File: src/rtl/if_fetch_stage_if.sv
// Fetch-stage bundle: instruction-memory request/response channel plus the IF/ID register outputs.
// Master is the fetch stage; slave is the memory and decode side.
interface if_fetch_stage_if;
   logic        imem_req;
   logic [63:0] imem_addr;
   logic        imem_ready;
   logic [31:0] imem_rdata;
   logic        ifid_valid;
   logic [63:0] ifid_pc;
   logic [31:0] ifid_instr;

   modport master (
      output imem_req, imem_addr, ifid_valid, ifid_pc, ifid_instr,
      input  imem_ready, imem_rdata
   );

   modport slave (
      input  imem_req, imem_addr, ifid_valid, ifid_pc, ifid_instr,
      output imem_ready, imem_rdata
   );
endinterface

File: src/rtl/if_fetch_stage.sv
// LEGv8 fetch stage + IF/ID register, one outstanding imem request, all outputs registered.
// One-cycle fetch latency on zero-wait memory; a stalled returning word parks in a one-entry hold buffer.
module if_fetch_stage #(
   parameter logic [63:0] RESET_PC = 64'h0,
   parameter int unsigned PC_INC   = 4
) (
   input  logic                   clk,
   input  logic                   rst_n,
   input  logic                   stall,
   input  logic                   flush,
   input  logic [63:0]            branch_target,
   if_fetch_stage_if.master       bus
);

   typedef enum logic [1:0] {IDLE, FETCH, DROP, HOLD} state_t;

   state_t      state_q, state_d;
   logic [63:0] pc_q, pc_d;
   logic        req_q, req_d;
   logic [63:0] addr_q, addr_d;
   logic [63:0] hold_pc_q, hold_pc_d;
   logic [31:0] hold_instr_q, hold_instr_d;
   logic        ifid_valid_q, ifid_valid_d;
   logic [63:0] ifid_pc_q, ifid_pc_d;
   logic [31:0] ifid_instr_q, ifid_instr_d;

   logic        fire;
   logic [63:0] pc_inc;
   logic        deliver;
   logic [63:0] deliver_pc;
   logic [31:0] deliver_instr;

   // A response only counts while our request is actually up.
   assign fire   = req_q & bus.imem_ready;
   assign pc_inc = pc_q + 64'(PC_INC);

   always_comb begin
      state_d       = state_q;
      pc_d          = pc_q;
      req_d         = req_q;
      addr_d        = addr_q;
      hold_pc_d     = hold_pc_q;
      hold_instr_d  = hold_instr_q;
      ifid_valid_d  = ifid_valid_q;
      ifid_pc_d     = ifid_pc_q;
      ifid_instr_d  = ifid_instr_q;
      deliver       = 1'b0;
      deliver_pc    = addr_q;
      deliver_instr = bus.imem_rdata;

      case (state_q)
         IDLE: begin
            if (flush) pc_d = branch_target;
            state_d = FETCH;
            req_d   = 1'b1;
            addr_d  = pc_d;
         end
         FETCH: begin
            if (fire) begin
               if (flush) begin
                  pc_d   = branch_target;
                  addr_d = branch_target;
               end else if (stall) begin
                  hold_pc_d    = addr_q;
                  hold_instr_d = bus.imem_rdata;
                  pc_d         = pc_inc;
                  req_d        = 1'b0;
                  state_d      = HOLD;
               end else begin
                  deliver = 1'b1;
                  pc_d    = pc_inc;
                  addr_d  = pc_inc;
               end
            end else if (flush) begin
               // Request must stay up on its old address until memory answers.
               pc_d    = branch_target;
               state_d = DROP;
            end
         end
         DROP: begin
            if (flush) pc_d = branch_target;
            if (fire) begin
               state_d = FETCH;
               addr_d  = pc_d;
            end
         end
         HOLD: begin
            if (flush) begin
               pc_d         = branch_target;
               addr_d       = branch_target;
               req_d        = 1'b1;
               hold_pc_d    = 64'h0;
               hold_instr_d = 32'h0;
               state_d      = FETCH;
            end else if (!stall) begin
               deliver       = 1'b1;
               deliver_pc    = hold_pc_q;
               deliver_instr = hold_instr_q;
               req_d         = 1'b1;
               addr_d        = pc_q;
               state_d       = FETCH;
            end
         end
         default: state_d = IDLE;
      endcase

      // IF/ID priority: flush > stall > new word > bubble.
      if (flush) begin
         ifid_valid_d = 1'b0;
         ifid_instr_d = 32'h0;
      end else if (!stall) begin
         if (deliver) begin
            ifid_valid_d = 1'b1;
            ifid_pc_d    = deliver_pc;
            ifid_instr_d = deliver_instr;
         end else begin
            ifid_valid_d = 1'b0;
            ifid_instr_d = 32'h0;
         end
      end
   end

   always_ff @(posedge clk or negedge rst_n) begin
      if (!rst_n) begin
         state_q      <= IDLE;
         pc_q         <= RESET_PC;
         req_q        <= 1'b0;
         addr_q       <= RESET_PC;
         hold_pc_q    <= 64'h0;
         hold_instr_q <= 32'h0;
         ifid_valid_q <= 1'b0;
         ifid_pc_q    <= 64'h0;
         ifid_instr_q <= 32'h0;
      end else begin
         state_q      <= state_d;
         pc_q         <= pc_d;
         req_q        <= req_d;
         addr_q       <= addr_d;
         hold_pc_q    <= hold_pc_d;
         hold_instr_q <= hold_instr_d;
         ifid_valid_q <= ifid_valid_d;
         ifid_pc_q    <= ifid_pc_d;
         ifid_instr_q <= ifid_instr_d;
      end
   end

   assign bus.imem_req   = req_q;
   assign bus.imem_addr  = addr_q;
   assign bus.ifid_valid = ifid_valid_q;
   assign bus.ifid_pc    = ifid_pc_q;
   assign bus.ifid_instr = ifid_instr_q;

endmodule

File: src/flat_wrapper.sv
// flat-port wrapper written by rule: the top's interface ports become plain ports
module if_fetch_stage_flat 
#(
   parameter logic [63:0] RESET_PC = 64'h0,
   parameter int unsigned PC_INC   = 4
)
  (clk, rst_n, stall, flush, branch_target, bus_imem_req, bus_imem_addr, bus_ifid_valid, bus_ifid_pc, bus_ifid_instr, bus_imem_ready, bus_imem_rdata);
  if_fetch_stage_if bus_i ();
  input  logic clk;
  input  logic rst_n;
  input  logic stall;
  input  logic flush;
  input  logic [63:0] branch_target;
  output wire logic [$bits(bus_i.imem_req)-1:0] bus_imem_req;
  output wire logic [$bits(bus_i.imem_addr)-1:0] bus_imem_addr;
  output wire logic [$bits(bus_i.ifid_valid)-1:0] bus_ifid_valid;
  output wire logic [$bits(bus_i.ifid_pc)-1:0] bus_ifid_pc;
  output wire logic [$bits(bus_i.ifid_instr)-1:0] bus_ifid_instr;
  input wire logic [$bits(bus_i.imem_ready)-1:0] bus_imem_ready;
  input wire logic [$bits(bus_i.imem_rdata)-1:0] bus_imem_rdata;
  assign bus_imem_req = bus_i.imem_req;
  assign bus_imem_addr = bus_i.imem_addr;
  assign bus_ifid_valid = bus_i.ifid_valid;
  assign bus_ifid_pc = bus_i.ifid_pc;
  assign bus_ifid_instr = bus_i.ifid_instr;
  assign bus_i.imem_ready = bus_imem_ready;
  assign bus_i.imem_rdata = bus_imem_rdata;
  if_fetch_stage #(.RESET_PC(RESET_PC), .PC_INC(PC_INC)) u_core (.clk(clk), .rst_n(rst_n), .stall(stall), .flush(flush), .branch_target(branch_target), .bus(bus_i));
endmodule
File: config.mk
export PLATFORM = sky130hd
export DESIGN_NAME = if_fetch_stage_flat
export DESIGN_NICKNAME = d
export VERILOG_FILES = /design/src/rtl/if_fetch_stage_if.sv /design/src/rtl/if_fetch_stage.sv /design/src/flat_wrapper.sv
export SDC_FILE = /design/constraint.sdc
export NUM_CORES = 1
export LEC_CHECK = 0
export BUFFER_PORTS_ARGS = -buffer_cell sky130_fd_sc_hd__buf_2
export CAP_MARGIN = 20
export CORE_MARGIN = 1.5
export CORE_UTILIZATION = 62
export DETAILED_ROUTE_END_ITERATION = 6
export PLACE_DENSITY = 0.86
export SETUP_SLACK_MARGIN = 0.05
export SLEW_MARGIN = 40
export SYNTH_ARGS = -nofsm -noshare
export SYNTH_HDL_FRONTEND = slang
export SYNTH_SLANG_ARGS = --single-unit
File: constraint.sdc
create_clock -name clk -period 4.2 [get_ports clk]
set_clock_uncertainty 0.2 [all_clocks]
set_input_delay 1.05 -clock clk [delete_from_list [all_inputs] [get_ports clk]]
set_output_delay 1.05 -clock clk [all_outputs]
set_load 0.005 [all_outputs]
==> run summary <==
Pwr Total: 13.3 mW
Global-route wire length before repair: 78900 um
Max clock buf depth: 3
CP Data Required Time: 4.43 ns
Chip height: 166 um
Final Critical Period: 3.23 ns
Largest stage delay, worst path: 0.67 ns
TritonCTS Buffers: 35
Register area share after synthesis: 0.491
# Max-Cap Violations: 0
Critical path cell sequence: nand4_1 -> nor3_2 -> nand4_1 -> nor3_1 -> mux2_2 -> o21ai_0
Vias in the first global route: 14200
Die ar.: 27600 um^2
Placer Congestion: 1.00
Syn. warnings: 0
# setup viols final: 0
H-Tree Depth: 2
Multi-input logic area: 7760 um^2
Max-slew headroom: 0.390
DRT iter0 DRCs: 1660
Antenna violations before repair: 6
Synth Cell Area: 16500 um^2
Crit path launch type: flop
WL per Instance: 21.3 um
Worst slew pin tran: 0.907 ns
Achievable Freq: 0.310 GHz
Avg Inst Size Synth: 9.16 um^2
CTS clock-pin slew for the worst setup and hold paths: 0.06 ns
Die width: 166 um
FF-to-FF path depth: 6
Area leader, netlist: dfrtp_1
Cts hold-fix bufs: 0
Clock root buffer: clkbuf_16
R2R Setup Slk: 0.97 ns
Reg-to-Reg End: u_core.bus.imem_addr[49]$_DFFE_PN0P_
# Post-CTS Setup Buffers: 0
Yosys cell types: 63
Initial Utilization: 0.633
Register area: 8110 um^2
Wirelength, routed: 50200 um
GRT overflow: 0
Crit path DAT: 3.46 ns
Core area: 26100 um^2
Row count: 59
DR vias: 14600
Async S/R FF share, synth: 1.00
Leading register cell type out of synthesis: dfrtp_1
Largest net degree at the start of global routing: 193
Crit Path Class: reg2reg
Dpl hpwl: 34300 um
Synth Instances: 1802
Critical Path Fanout Max: 10
Top post-synthesis cells by area: dfrtp_1 49%, nand2_1 9.3%, o21ai_0 8.5%
Vias/cell: 6.22
I/O Pins: 263
Max IR drop VDD: 0.417 mV
Area Overhead vs Synth: 16.7%
Static Leak: 9.24 nW
I/O Buffers: 262
CTS sink cnt: 324
Post-synth EDFFs: 0
Buf/Inv on CP: 0
HP Class: in2async
Crit path capture type: flop
TritonCTS clock tree: yes
# resized after CTS: 0
Syn Nets: 1904
Period utilization: 0.769
ANT nets after route: 0
Drt pass-1 iters: 5
Synth top area share: 0.491
Kind of cell adding the most delay to the critical path: simple AND/OR/NAND/NOR gates
Worst reg2reg path startpoint: u_core.pc_q[10]$_DFF_PN0_
P per Cell Area: 691 nW/um^2
Slowest stage cell, crit path: nand4_1
Fillers: 1839
Layout cells sized above 1: 0.208
GRT Total Usage: 0.361
Drt drc: 0
Endpoints failing hold: 0
Status: completed
Final TNS setup: 0 ns
Most Frequent Cell on Critical Path: nand4_1
Max Slew Vio Count: 0
Nets: 2087
Skew-Pair Late Insertion Delay: 0.53 ns
Unrepaired setup endpoints after global routing: false
#FFs+latches synth: 324
## registers in the layout, indices dropped and copies added (netlist names)
signal and count:
u_core.bus.ifid_pc 64, u_core.bus.imem_req 1, u_core.bus.ifid_valid 1, u_core.bus.imem_addr 64, u_core.hold_pc_q 64, u_core.bus.ifid_instr 32, u_core.pc_q 64, u_core.state_q 2
u_core.hold_instr_q 32
## metal layers
metal / wire (um) / GRT usage / share of wire
met2: 22500 / 0.543 / 0.45
met1: 20900 / 0.509 / 0.42
met3: 4510 / 0.0701 / 0.090
met5: 0 / 0 / 0
met4: 2300 / 0.169 / 0.046
## cells by family after synthesis
logic type / Yosys count / synth area share
XOR/XNOR: 108 / 0.0573
flip-flops: 324 / 0.491
AND/OR/NAND/NOR: 692 / 0.197
multiplexers: 140 / 0.0874
adder cells (fa/ha/maj): 1 / 0.000758
buffers and inverters: 160 / 0.0401
AO/OA/AOI/OAI: 377 / 0.126
## Yosys cell counts (all sizes together) (15+ instances only)
| master | n |
|---|---|
| dfrtp | 324 |
| nand2 | 411 |
| o211ai | 15 |
| nand3 | 42 |
| mux2i | 107 |
| a21oi | 28 |
| xnor2 | 63 |
| o21ai | 280 |
| nand4 | 47 |
| nor2 | 76 |
| clkbuf | 108 |
| nor3 | 36 |
| xor2 | 45 |
| nor4 | 16 |
| buf | 41 |
| mux2 | 33 |
## layout by cell type (no fill, tap or decap), types with 6 or more instances in the layout
master and n:
o211ai_1 15, dfrtp_1 324, diode_2 6, inv_1 10, clkbuf_16 35, xnor2_1 63
o31ai_1 7, a21oi_1 27, nand3_1 41, clkinv_2 10, a31oi_1 8, or3_1 11
bufinv_16 6, a21boi_0 6, mux2i_1 107, buf_4 24, and4_1 9, buf_2 261
xor2_1 45, o21ai_0 280, nand4_1 42, nor4_1 9, nor3_1 34, and3_1 11
nor2_1 76, nand2_1 409, nor4_4 6, mux2_2 33, buf_12 8
## stage by stage
step	std cells	worst slack [ns]	hold slack (ns)	cell area, um^2	utilization
finish	2350	0.972	0.240	19300	0.739
global placement	2282	0.958	0.254	18000	0.690
global route	2350	0.822	0.272	19300	0.739
CTS	2344	1.10	0.262	19200	0.738
floorplan	1802	1.45	0.249	16500	-
detailed placement	2283	0.832	0.265	18000	0.692
## power by group
| part | total [mW] | leakage [nW] | switching (mW) | internal, mW |
|---|---|---|---|---|
| sequential | 5.39 | 4.02 | 1.15 | 4.25 |
| clock | 3.29 | 0.604 | 1.31 | 1.98 |
| combinational | 4.62 | 4.62 | 2.78 | 1.83 |
| total | 13.3 | 9.24 | 5.24 | 8.06 |
## layout make-up
type | instances | area share
sequential | 324 | 0.421
multi-input combinational | 1318 | 0.403
timing repair buffer | 295 | 0.0877
clock buffer | 41 | 0.0487
tap | 335 | 0.0218
clock inverter | 20 | 0.0145
inverter | 11 | 0.00214
antenna | 6 | 0.000780
## how the worst max path moves through the flow
stage,from,end,slack [ns],depth (start not counted)
5_1_grt,u_core.pc_q[7]$_DFF_PN0_,u_core.bus.imem_addr[49]$_DFFE_PN0P_,0.82,6
6_report,u_core.pc_q[10]$_DFF_PN0_,u_core.bus.imem_addr[49]$_DFFE_PN0P_,0.97,6
2_1_floorplan,stall,u_core.bus.imem_addr[61]$_DFFE_PN0P_,1.45,6
4_1_cts,u_core.pc_q[10]$_DFF_PN0_,u_core.bus.imem_addr[49]$_DFFE_PN0P_,1.10,6
3_5_place_dp,flush,u_core.hold_instr_q[12]$_DFFE_PN0P_,0.83,8
3_3_place_gp,bus_imem_ready,u_core.pc_q[49]$_DFF_PN0_,0.96,7
No activity file was read; power rests on OpenSTA's default activity.
